===== src/rtl/dmem_arbiter_pkg.sv =====
// dmem_arbiter_pkg: state encoding, port ids and funct3 access masks
// shared by the arbiter, the core and data_mem.
package dmem_arbiter_pkg;

  typedef enum logic {
    IDLE  = 1'b0,
    LOCK1 = 1'b1
  } arb_state_e;

  localparam logic PORT0 = 1'b0;
  localparam logic PORT1 = 1'b1;

  localparam logic [2:0] MASK_B  = 3'b000;
  localparam logic [2:0] MASK_H  = 3'b001;
  localparam logic [2:0] MASK_W  = 3'b010;
  localparam logic [2:0] MASK_BU = 3'b100;
  localparam logic [2:0] MASK_HU = 3'b101;

  typedef struct packed {
    logic pend;
    logic port;
  } rd_tag_t;

  typedef struct packed {
    logic        wen;
    logic [2:0]  mask;
    logic [31:0] addr;
    logic [31:0] wdata;
  } mem_req_t;

  function automatic logic is_read(mem_req_t r);
    return !r.wen;
  endfunction

endpackage


===== src/rtl/dmem_arbiter_if.sv =====
// dmem_arbiter_if: request/grant/read-return bundle of both
// requester ports; master = requesters, slave = arbiter.
interface dmem_arbiter_if;

  logic        req0_i;
  logic        req1_i;
  logic        wen0_i;
  logic        wen1_i;
  logic [2:0]  mask0_i;
  logic [2:0]  mask1_i;
  logic [31:0] addr0_i;
  logic [31:0] addr1_i;
  logic [31:0] wdata0_i;
  logic [31:0] wdata1_i;
  logic        lock1_i;
  logic        gnt0_o;
  logic        gnt1_o;
  logic        rvalid0_o;
  logic        rvalid1_o;
  logic [31:0] rdata0_o;
  logic [31:0] rdata1_o;

  modport master (
    output req0_i, req1_i,
    output wen0_i, wen1_i,
    output mask0_i, mask1_i,
    output addr0_i, addr1_i,
    output wdata0_i, wdata1_i,
    output lock1_i,
    input  gnt0_o, gnt1_o,
    input  rvalid0_o, rvalid1_o,
    input  rdata0_o, rdata1_o
  );

  modport slave (
    input  req0_i, req1_i,
    input  wen0_i, wen1_i,
    input  mask0_i, mask1_i,
    input  addr0_i, addr1_i,
    input  wdata0_i, wdata1_i,
    input  lock1_i,
    output gnt0_o, gnt1_o,
    output rvalid0_o, rvalid1_o,
    output rdata0_o, rdata1_o
  );

endinterface


===== src/rtl/dmem_arbiter_lock_timer.sv =====
// dmem_arbiter_lock_timer: saturating port-1 lock counter; flags
// when the next step would reach MAX_LOCK (forced release).
module dmem_arbiter_lock_timer #(
  parameter int MAX_LOCK = 16
) (
  input  logic clk_i,
  input  logic reset_ni,
  input  logic start,
  input  logic run,
  input  logic clr,
  output logic expire_start,
  output logic expire_run
);

  localparam int CW = $clog2(MAX_LOCK + 1);
  localparam logic [CW-1:0] LIMIT = CW'(MAX_LOCK);

  logic [CW-1:0] count;
  logic [CW-1:0] count_inc;
  logic [CW-1:0] count_nxt;

  assign count_inc = (count == LIMIT) ? LIMIT
                   : count + CW'(1);

  // A fresh lock already counts one cycle of ownership.
  assign expire_start = (LIMIT == CW'(1));
  assign expire_run   = (count_inc == LIMIT);

  // Load, advance or clear the counter
  always_comb begin
    count_nxt = count;
    unique case (1'b1)
      start:   count_nxt = CW'(1);
      run:     count_nxt = count_inc;
      clr:     count_nxt = '0;
      default: ;
    endcase
  end

  // Counter register
  always_ff @(posedge clk_i or negedge reset_ni) begin
    if (!reset_ni) begin
      count <= '0;
    end else begin
      count <= count_nxt;
    end
  end

endmodule


===== src/rtl/dmem_arbiter.sv =====
// dmem_arbiter: shares data_mem between core (port 0) and a second
// master (port 1). Macro ARB_ROUND_ROBIN_EN selects round-robin.
module dmem_arbiter
  import dmem_arbiter_pkg::*;
#(
  parameter int MAX_LOCK = 16
) (
  input  logic          clk_i,
  input  logic          reset_ni,
  dmem_arbiter_if.slave bus,
  output logic          mem_wen_o,
  output logic [2:0]    mem_mask_o,
  output logic [31:0]   mem_addr_o,
  output logic [31:0]   mem_wdata_o,
  input  logic [31:0]   mem_rdata_i
);

  arb_state_e state;
  arb_state_e state_nxt;
  rd_tag_t    tag;
  rd_tag_t    tag_nxt;
  mem_req_t   p0;
  mem_req_t   p1;
  mem_req_t   mreq;

  logic req0;
  logic req1;
  logic g0;
  logic g1;
  logic prefer1;
  logic t_start;
  logic t_run;
  logic t_clr;
  logic exp_start;
  logic exp_run;
  logic force_rel;
  logic bar;
  logic bar_nxt;
  logic rv0;
  logic rv1;

  // Requests are ignored while reset is held so nothing is granted.
  assign req0 = bus.req0_i & reset_ni;
  assign req1 = bus.req1_i & reset_ni;

  assign p0 = {bus.wen0_i, bus.mask0_i,
               bus.addr0_i, bus.wdata0_i};
  assign p1 = {bus.wen1_i, bus.mask1_i,
               bus.addr1_i, bus.wdata1_i};

`ifdef ARB_ROUND_ROBIN_EN
  logic last;
  logic last_nxt;
  logic prio0;
  logic prio0_nxt;

  // After a forced release port 0 wins once regardless of pointer.
  assign prefer1 = !prio0 && (last == PORT0);

  // Pointer and post-release priority next values
  always_comb begin
    last_nxt  = last;
    prio0_nxt = prio0;
    if (g0) begin
      last_nxt = PORT0;
    end else if (g1) begin
      last_nxt = PORT1;
    end
    if (force_rel) begin
      prio0_nxt = 1'b1;
    end else if (state == IDLE && req0 && req1) begin
      prio0_nxt = 1'b0;
    end
  end

  // Round-robin registers; port 0 is favoured out of reset
  always_ff @(posedge clk_i or negedge reset_ni) begin
    if (!reset_ni) begin
      last  <= PORT1;
      prio0 <= 1'b0;
    end else begin
      last  <= last_nxt;
      prio0 <= prio0_nxt;
    end
  end
`else
  assign prefer1 = 1'b0;
`endif

  dmem_arbiter_lock_timer #(
    .MAX_LOCK (MAX_LOCK)
  ) u_lock_timer (
    .clk_i        (clk_i),
    .reset_ni     (reset_ni),
    .start        (t_start),
    .run          (t_run),
    .clr          (t_clr),
    .expire_start (exp_start),
    .expire_run   (exp_run)
  );

  // Grant choice, lock entry/exit and re-lock barrier
  always_comb begin
    state_nxt = state;
    g0        = 1'b0;
    g1        = 1'b0;
    t_start   = 1'b0;
    t_run     = 1'b0;
    t_clr     = 1'b0;
    force_rel = 1'b0;
    unique case (state)
      IDLE: begin
        g1 = req1 && (!req0 || prefer1);
        g0 = req0 && !g1;
        if (g1 && bus.lock1_i && !bar) begin
          t_start = 1'b1;
          if (exp_start) begin
            force_rel = 1'b1;
          end else begin
            state_nxt = LOCK1;
          end
        end else begin
          t_clr = 1'b1;
        end
      end
      LOCK1: begin
        g1 = req1;
        if (!bus.lock1_i) begin
          state_nxt = IDLE;
          t_clr     = 1'b1;
        end else begin
          t_run = 1'b1;
          if (exp_run) begin
            force_rel = 1'b1;
            state_nxt = IDLE;
          end
        end
      end
      default: state_nxt = IDLE;
    endcase
    // Barrier lifts after one cycle without a port-1 grant.
    bar_nxt = force_rel || (bar && g1);
  end

  // Memory-side mux and read tag for the granted port
  always_comb begin
    mreq    = '0;
    tag_nxt = '0;
    unique case (1'b1)
      g0:      mreq = p0;
      g1:      mreq = p1;
      default: ;
    endcase
    tag_nxt.pend = (g0 || g1) && is_read(mreq);
    tag_nxt.port = g1 ? PORT1 : PORT0;
  end

  // FSM state, read tag and re-lock barrier
  always_ff @(posedge clk_i or negedge reset_ni) begin
    if (!reset_ni) begin
      state <= IDLE;
      tag   <= '0;
      bar   <= 1'b0;
    end else begin
      state <= state_nxt;
      tag   <= tag_nxt;
      bar   <= bar_nxt;
    end
  end

  assign {mem_wen_o, mem_mask_o,
          mem_addr_o, mem_wdata_o} = mreq;

  assign rv0 = tag.pend && (tag.port == PORT0);
  assign rv1 = tag.pend && (tag.port == PORT1);

  assign bus.gnt0_o    = g0;
  assign bus.gnt1_o    = g1;
  assign bus.rvalid0_o = rv0;
  assign bus.rvalid1_o = rv1;
  assign bus.rdata0_o  = rv0 ? mem_rdata_i : '0;
  assign bus.rdata1_o  = rv1 ? mem_rdata_i : '0;

endmodule


===== src/flat_wrapper.sv =====
// flat-port wrapper written by rule: the top's interface ports become plain ports
module dmem_arbiter_flat import dmem_arbiter_pkg::*;
#(
  parameter int MAX_LOCK = 16
)
  (clk_i, reset_ni, mem_wen_o, mem_mask_o, mem_addr_o, mem_wdata_o, mem_rdata_i, bus_req0_i, bus_req1_i, bus_wen0_i, bus_wen1_i, bus_mask0_i, bus_mask1_i, bus_addr0_i, bus_addr1_i, bus_wdata0_i, bus_wdata1_i, bus_lock1_i, bus_gnt0_o, bus_gnt1_o, bus_rvalid0_o, bus_rvalid1_o, bus_rdata0_o, bus_rdata1_o);
  dmem_arbiter_if bus_i ();
  input  logic clk_i;
  input  logic reset_ni;
  output logic mem_wen_o;
  output logic [2:0] mem_mask_o;
  output logic [31:0] mem_addr_o;
  output logic [31:0] mem_wdata_o;
  input  logic [31:0] mem_rdata_i;
  input wire logic [$bits(bus_i.req0_i)-1:0] bus_req0_i;
  input wire logic [$bits(bus_i.req1_i)-1:0] bus_req1_i;
  input wire logic [$bits(bus_i.wen0_i)-1:0] bus_wen0_i;
  input wire logic [$bits(bus_i.wen1_i)-1:0] bus_wen1_i;
  input wire logic [$bits(bus_i.mask0_i)-1:0] bus_mask0_i;
  input wire logic [$bits(bus_i.mask1_i)-1:0] bus_mask1_i;
  input wire logic [$bits(bus_i.addr0_i)-1:0] bus_addr0_i;
  input wire logic [$bits(bus_i.addr1_i)-1:0] bus_addr1_i;
  input wire logic [$bits(bus_i.wdata0_i)-1:0] bus_wdata0_i;
  input wire logic [$bits(bus_i.wdata1_i)-1:0] bus_wdata1_i;
  input wire logic [$bits(bus_i.lock1_i)-1:0] bus_lock1_i;
  output wire logic [$bits(bus_i.gnt0_o)-1:0] bus_gnt0_o;
  output wire logic [$bits(bus_i.gnt1_o)-1:0] bus_gnt1_o;
  output wire logic [$bits(bus_i.rvalid0_o)-1:0] bus_rvalid0_o;
  output wire logic [$bits(bus_i.rvalid1_o)-1:0] bus_rvalid1_o;
  output wire logic [$bits(bus_i.rdata0_o)-1:0] bus_rdata0_o;
  output wire logic [$bits(bus_i.rdata1_o)-1:0] bus_rdata1_o;
  assign bus_i.req0_i = bus_req0_i;
  assign bus_i.req1_i = bus_req1_i;
  assign bus_i.wen0_i = bus_wen0_i;
  assign bus_i.wen1_i = bus_wen1_i;
  assign bus_i.mask0_i = bus_mask0_i;
  assign bus_i.mask1_i = bus_mask1_i;
  assign bus_i.addr0_i = bus_addr0_i;
  assign bus_i.addr1_i = bus_addr1_i;
  assign bus_i.wdata0_i = bus_wdata0_i;
  assign bus_i.wdata1_i = bus_wdata1_i;
  assign bus_i.lock1_i = bus_lock1_i;
  assign bus_gnt0_o = bus_i.gnt0_o;
  assign bus_gnt1_o = bus_i.gnt1_o;
  assign bus_rvalid0_o = bus_i.rvalid0_o;
  assign bus_rvalid1_o = bus_i.rvalid1_o;
  assign bus_rdata0_o = bus_i.rdata0_o;
  assign bus_rdata1_o = bus_i.rdata1_o;
  dmem_arbiter #(.MAX_LOCK(MAX_LOCK)) u_core (.clk_i(clk_i), .reset_ni(reset_ni), .bus(bus_i), .mem_wen_o(mem_wen_o), .mem_mask_o(mem_mask_o), .mem_addr_o(mem_addr_o), .mem_wdata_o(mem_wdata_o), .mem_rdata_i(mem_rdata_i));
endmodule

===== config.mk =====
export PLATFORM = sky130hd
export DESIGN_NAME = dmem_arbiter_flat
export DESIGN_NICKNAME = d
export VERILOG_FILES = /design/src/rtl/dmem_arbiter_pkg.sv /design/src/rtl/dmem_arbiter_if.sv /design/src/rtl/dmem_arbiter_lock_timer.sv /design/src/rtl/dmem_arbiter.sv /design/src/flat_wrapper.sv
export SDC_FILE = /design/constraint.sdc
export NUM_CORES = 1
export LEC_CHECK = 0
export CAP_MARGIN = 20
export CELL_PAD_IN_SITES_DETAIL_PLACEMENT = 1
export CELL_PAD_IN_SITES_GLOBAL_PLACEMENT = 2
export CORE_AREA = 2 2 110 155
export CTS_BUF_LIST = sky130_fd_sc_hd__clkbuf_2 sky130_fd_sc_hd__clkbuf_4 sky130_fd_sc_hd__clkbuf_8
export DETAILED_ROUTE_END_ITERATION = 8
export DIE_AREA = 0 0 112 157
export PLACE_DENSITY = 0.95
export SLEW_MARGIN = 20
export SYNTH_ARGS = -nofsm -noshare
export SYNTH_HDL_FRONTEND = slang
export SYNTH_SLANG_ARGS = --single-unit

===== constraint.sdc =====
create_clock -name clk_i -period 3.65 [get_ports clk_i]
set_clock_uncertainty 0.15 [all_clocks]
set_input_delay 0.73 -clock clk_i [delete_from_list [all_inputs] [get_ports clk_i]]
set_output_delay 0.73 -clock clk_i [all_outputs]
set_load 0.03 [all_outputs]

; ---- Yosys cells after proc, flatten, opt, wreduce, memory -nomap -nowiden
; Cells that the tools add are included.
[word_totals]
ff_bits = 9
input_bits = 173
[classes]
n_addsub = 1
eq_ne = 2
muxes = 21
bitwise_logic = 4
n_reduce_logical = 15
[ops]
columns = op, n
row1 = 68-bit one-hot mux with 2 select lines, 1
row2 = 32-bit two-way mux, 2
row3 = 5-bit one-hot mux with 3 select lines, 1
row4 = 1-bit two-way mux, 12
row5 = 5-bit equality test (second input constant), 2
row6 = 1-bit logical AND, 8
row7 = 1-bit one-hot mux with 2 select lines, 4
row8 = 5-bit by 1-bit adder with 5-bit output (second input constant), 1
row9 = 5-bit two-way mux, 1
row10 = 1-bit logical NOT, 4
row11 = 3-bit nonzero test, 1
row12 = 1-bit AND, 2
row13 = 1-bit logical OR, 2
row14 = 1-bit inverter, 2

; ---- Longest topological paths before layout
[depth]
word_depth = 9
mapped_depth = 6

; ---- Modules after synthesis
; From an unflattened synthesis, not the netlist that was laid out.
[hier_totals]
hier_cells = 210
hier_area_um2 = 1690.4
[modules_own_cells]
columns = module, n_inst, cells_per_inst, area_each_um2, seq_area_each_um2
row1 = dmem_arbiter, 1, 177, 1358.8, 100.1
row2 = dmem_arbiter_lock_timer, 1, 33, 331.6, 125.1

; ---- Worst setup path before layout
; Ideal clock, no wire load.
[synth_path]
path_kind = input-to-output
startpoint = input reset_ni
endpoint = output mem_wdata_o[10]
t_arrival_ns = 1.728
required_time_ns = 2.770
path_slack_ns = 1.042
stages = 5
cell_sequence = nor2b_1 > and2_1 > buf_2 > buf_2 > a22o_1
[synth_via]
elab_chain_cells = 7
[synth_lines]
columns = item, line_no
row1 = start: declaration, flat_wrapper.sv:9  ; input logic reset_ni;
row2 = 1-bit AND, dmem_arbiter.sv:43  ; assign req0 = bus.req0_i & reset_ni;
row3 = 1-bit logical NOT, dmem_arbiter.sv:113  ; g1 = req1 && (!req0 || prefer1);
row4 = 1-bit logical AND, dmem_arbiter.sv:113
row5 = 1-bit logical NOT, dmem_arbiter.sv:114  ; g0 = req0 && !g1;
row6 = 1-bit logical AND (*), dmem_arbiter.sv:114
row7 = 1-bit two-way mux (*), dmem_arbiter.sv:111  ; unique case (state)
row8 = net bus_gnt0_o, flat_wrapper.sv:26  ; output wire logic [$bits(bus_i.gnt0_o)-1:0] bus_gnt0_o;
row9 = 68-bit one-hot mux with 2 select lines (*), dmem_arbiter.sv:149  ; unique case (1'b1)
row10 = end: declaration, flat_wrapper.sv:13  ; output logic [31:0] mem_wdata_o;
; Mark *: on every way through the listed nets, which the timed path passes. The rest lies on a longest branch.

; ---- Worst setup path in the final report
[layout_path]
startpoint = input reset_ni
endpoint = output mem_addr_o[11]
[layout_via]
elab_chain_cells = 7
[layout_lines]
columns = item, line_no
row1 = 1-bit AND, dmem_arbiter.sv:43
row2 = 1-bit logical NOT, dmem_arbiter.sv:113
row3 = 1-bit logical AND, dmem_arbiter.sv:113
row4 = 1-bit logical NOT, dmem_arbiter.sv:114
row5 = 1-bit logical AND, dmem_arbiter.sv:114
row6 = 1-bit two-way mux, dmem_arbiter.sv:111
row7 = 68-bit one-hot mux with 2 select lines (*), dmem_arbiter.sv:149
row8 = end: declaration, flat_wrapper.sv:12  ; output logic [31:0] mem_addr_o;
; Mark *: on every way between the ends. The rest lies on a longest branch, timed or not.

==> results.sh <==
export IMPL_drc=0
export IMPL_tns_ns=0
export IMPL_gp_congestion=0.8223
export IMPL_cts_hold_buf=0
export IMPL_crit_start="reset_ni"
export IMPL_holdWs_ns=0.3810
export IMPL_netlist_instances=204
export IMPL_cp_start_kind="input pin"
export IMPL_vias_per_cell=4.213
export IMPL_min_period_over_period_pct=92.01
export IMPL_worst_path_max_delay_cell="clkdlybuf4s50_1"
export IMPL_met2_usage_pct=25.17
export IMPL_dpl_hpwl_mm=13.07
export IMPL_first_pass_iters=4
export IMPL_critPathMaxStageDelay_ns=0.54
export IMPL_vias=2945
export IMPL_reg2reg_from="u_core.u_lock_timer.count[0]"
export IMPL_grt_max_degree=44
export IMPL_cts_sinks=9
export IMPL_power_density_mw_per_mm2=185.2
export IMPL_start_util_pct=9.876
export IMPL_die_w_um=112
export IMPL_critPathBufInv=3
export IMPL_drv_cap=0
export IMPL_status="finished, final reports clean"
export IMPL_grt_usage_pct=14.97
export IMPL_rsz0062_at_grt="no"
export IMPL_setup_violations=0
export IMPL_yosys_cell_count_top_type="a22o_1"
export IMPL_cts_reportedPaths_clkPinSlew_ns=0.05
export IMPL_fillers=1837
export IMPL_synth_area_leaders="a22o_1 (37%), dfrtp_1 (14%), and2_1 (14%)"
export IMPL_rows=55
export IMPL_min_from="u_core.bar"
export IMPL_die_h_um=157
export IMPL_post_route_min_period_ns=3.359
export IMPL_post_cts_buffers=0
export IMPL_critPathKind="in -> out"
export IMPL_fmax_mhz=297.8
export IMPL_drive_above_1_share_pct=23.49
export IMPL_yosysUniqueCellTypes=30
export IMPL_cp_required_ns=2.77
export IMPL_hold_viol=0
export IMPL_die_area_mm2=0.01758
export IMPL_grt_pass1_wl_mm=19.94
export IMPL_cts_max_path_buffers=2
export IMPL_seq_area_frac_synth_pct=14.16
export IMPL_grt_pass1_vias=3166
export IMPL_crit_family="buffers and inverters"
export IMPL_drv_slew=0
export IMPL_avgSynthCellArea_um2=7.795
export IMPL_root_buffer="clkbuf_8"
export IMPL_critical_path_arrival_ns=2.48
export IMPL_ir_drop_v=0.00008158
export IMPL_async_flop_share_pct=100.0
export IMPL_path_max_fanout=27
export IMPL_syn_area_mm2=0.001590
export IMPL_slew_headroom_pct=41.11
export IMPL_port_buffers=308
export IMPL_pin_count=309
export IMPL_antenna_found_initial=2
export IMPL_grt_busiest_layer="met2"
export IMPL_cp_end_kind="output pin"
export IMPL_wl_mm=14.33
export IMPL_h_tree_depth=1
export IMPL_multi_input_area_mm2=0.001247
export IMPL_worstPathCellList="clkdlybuf4s50_1 > nor2b_1 > and2_2 > buf_4 > a22o_1 > buf_12"
export IMPL_nets=674
export IMPL_leakagePower_nw=2.285
export IMPL_synth_top_area_share_pct=37.45
export IMPL_syn_to_final_growth_pct=231.4
export IMPL_cts_tree="yes"
export IMPL_wl_per_cell_um=20.50
export IMPL_yosysWarnings=0
export IMPL_grt_ovfl_total=0
export IMPL_post_cts_resized=0
export IMPL_syn_nets=379
export IMPL_grt_use_met1_pct=19.51
export IMPL_synth_top_cell_by_area="a22o_1"
export IMPL_hold_class="reg -> reg"
export IMPL_synthFlopType="dfrtp_1"
export IMPL_synth_common_cells="a22o_1 (68), and2_1 (35), and3_1 (33)"
export IMPL_clock_latency_ns=0.23
export IMPL_postRouteAntennaNets=0
export IMPL_ys_ff_latch=9
export IMPL_worstMarginPinSlew_ns=0.8833
export IMPL_grt_use_met3_pct=4.120
export IMPL_drt_iter0_markers=131
export IMPL_cts_buffers=3
export IMPL_layout_core_utilization_pct=32.73
export IMPL_synth_edff_count=0
export IMPL_seqCellArea_um2=225.2
export IMPL_core_area_mm2=0.01610
-- through the flow --
| step | std cells | worst slack, ns | cell area (µm²) | power, W |
|---|---|---|---|---|
| after floorplan | 204 | 1.042 | 1590 | 0.0003859 |
| after global placement | 693 | 0.2726 | 5216 | 0.0008522 |
| after detailed placement | 693 | 0.2708 | 5216 | 0.0008621 |
| after CTS | 697 | 0.2661 | 5265 | 0.0009880 |
| after global routing | 697 | 0.2057 | 5265 | 0.001019 |
| final | 699 | 0.2915 | 5270 | 0.0009758 |
-- state kept, by name, indices dropped and copies added (netlist names) --
signal	flops
u_core.u_lock_timer.count	5
u_core.tag	2
u_core.bar	1
u_core.state	1
-- final cells by class --
type	count	area share, %
antenna	2	0.09497
sequential	9	4.274
timing repair buffer	314	66.10
clock buffer	4	0.9259
multi-input combinational	168	23.67
tap	199	4.725
inverter	3	0.2137
-- worst paths after layout --
check | endpoint | slack (ns) | depth (start not counted)
max in group asynchronous | u_core.u_lock_timer.count[0] | 2.46 | 2
hold / removal | u_core.bar | 0.38 | 2
hold reg to reg | u_core.bar | 0.38 | 2
setup reg to reg | u_core.state | 1.78 | 6
min in group asynchronous | u_core.tag[1] | 0.75 | 2
setup / recovery | mem_addr_o[11] | 0.29 | 6
-- cell families after synthesis --
family | after synthesis | synth area share (%)
adders and majority gates | 2 | 1.573
AOI/OAI and AO/OA | 75 | 40.60
buffers and inverters | 27 | 7.946
DFF | 9 | 14.16
xor gates and xnor gates | 3 | 1.653
and+or+nand+nor | 88 | 34.07
-- power by group --
group	switching, W	leakage [nW]	internal, W
registers	0.0000144	0.123	0.000103
logic	0.000332	2.14	0.000402
clock network	0.0000402	0.0262	0.0000836
-- worst register-to-register path, delay by kind of cell, from the launching register on --
family	cells	cell delay, ns
buffers and inverters	1	0.09
adder cells (fa/ha/maj)	1	0.17
AO/OA/AOI/OAI	2	0.28
AND/OR/NAND/NOR	2	0.63
flip-flops	1	0.44
-- cell usage in the layout, fill, tap and decap left out, types with 2 or more instances in the layout --
master           instances
a22o_1                  68
buf_12                  49
xor2_1                   2
nand2b_1                 2
nor2b_1                  2
diode_2                  2
dfrtp_1                  9
nand3_1                  2
clkbuf_8                 3
and2_1                  34
buf_4                   60
clkdlybuf4s50_1        205
nor2_1                   4
inv_1                    3
and3_1                  33
ha_1                     2
nand2_1                  3
-- routing by layer --
layer / wire [µm] / part of all wire [%]
met1: 6106 / 43
met2: 6594 / 46
met3: 1481 / 10
met4: 146 / 1.0
met5: 0 / 0
No activity file was read; power rests on OpenSTA's default activity.
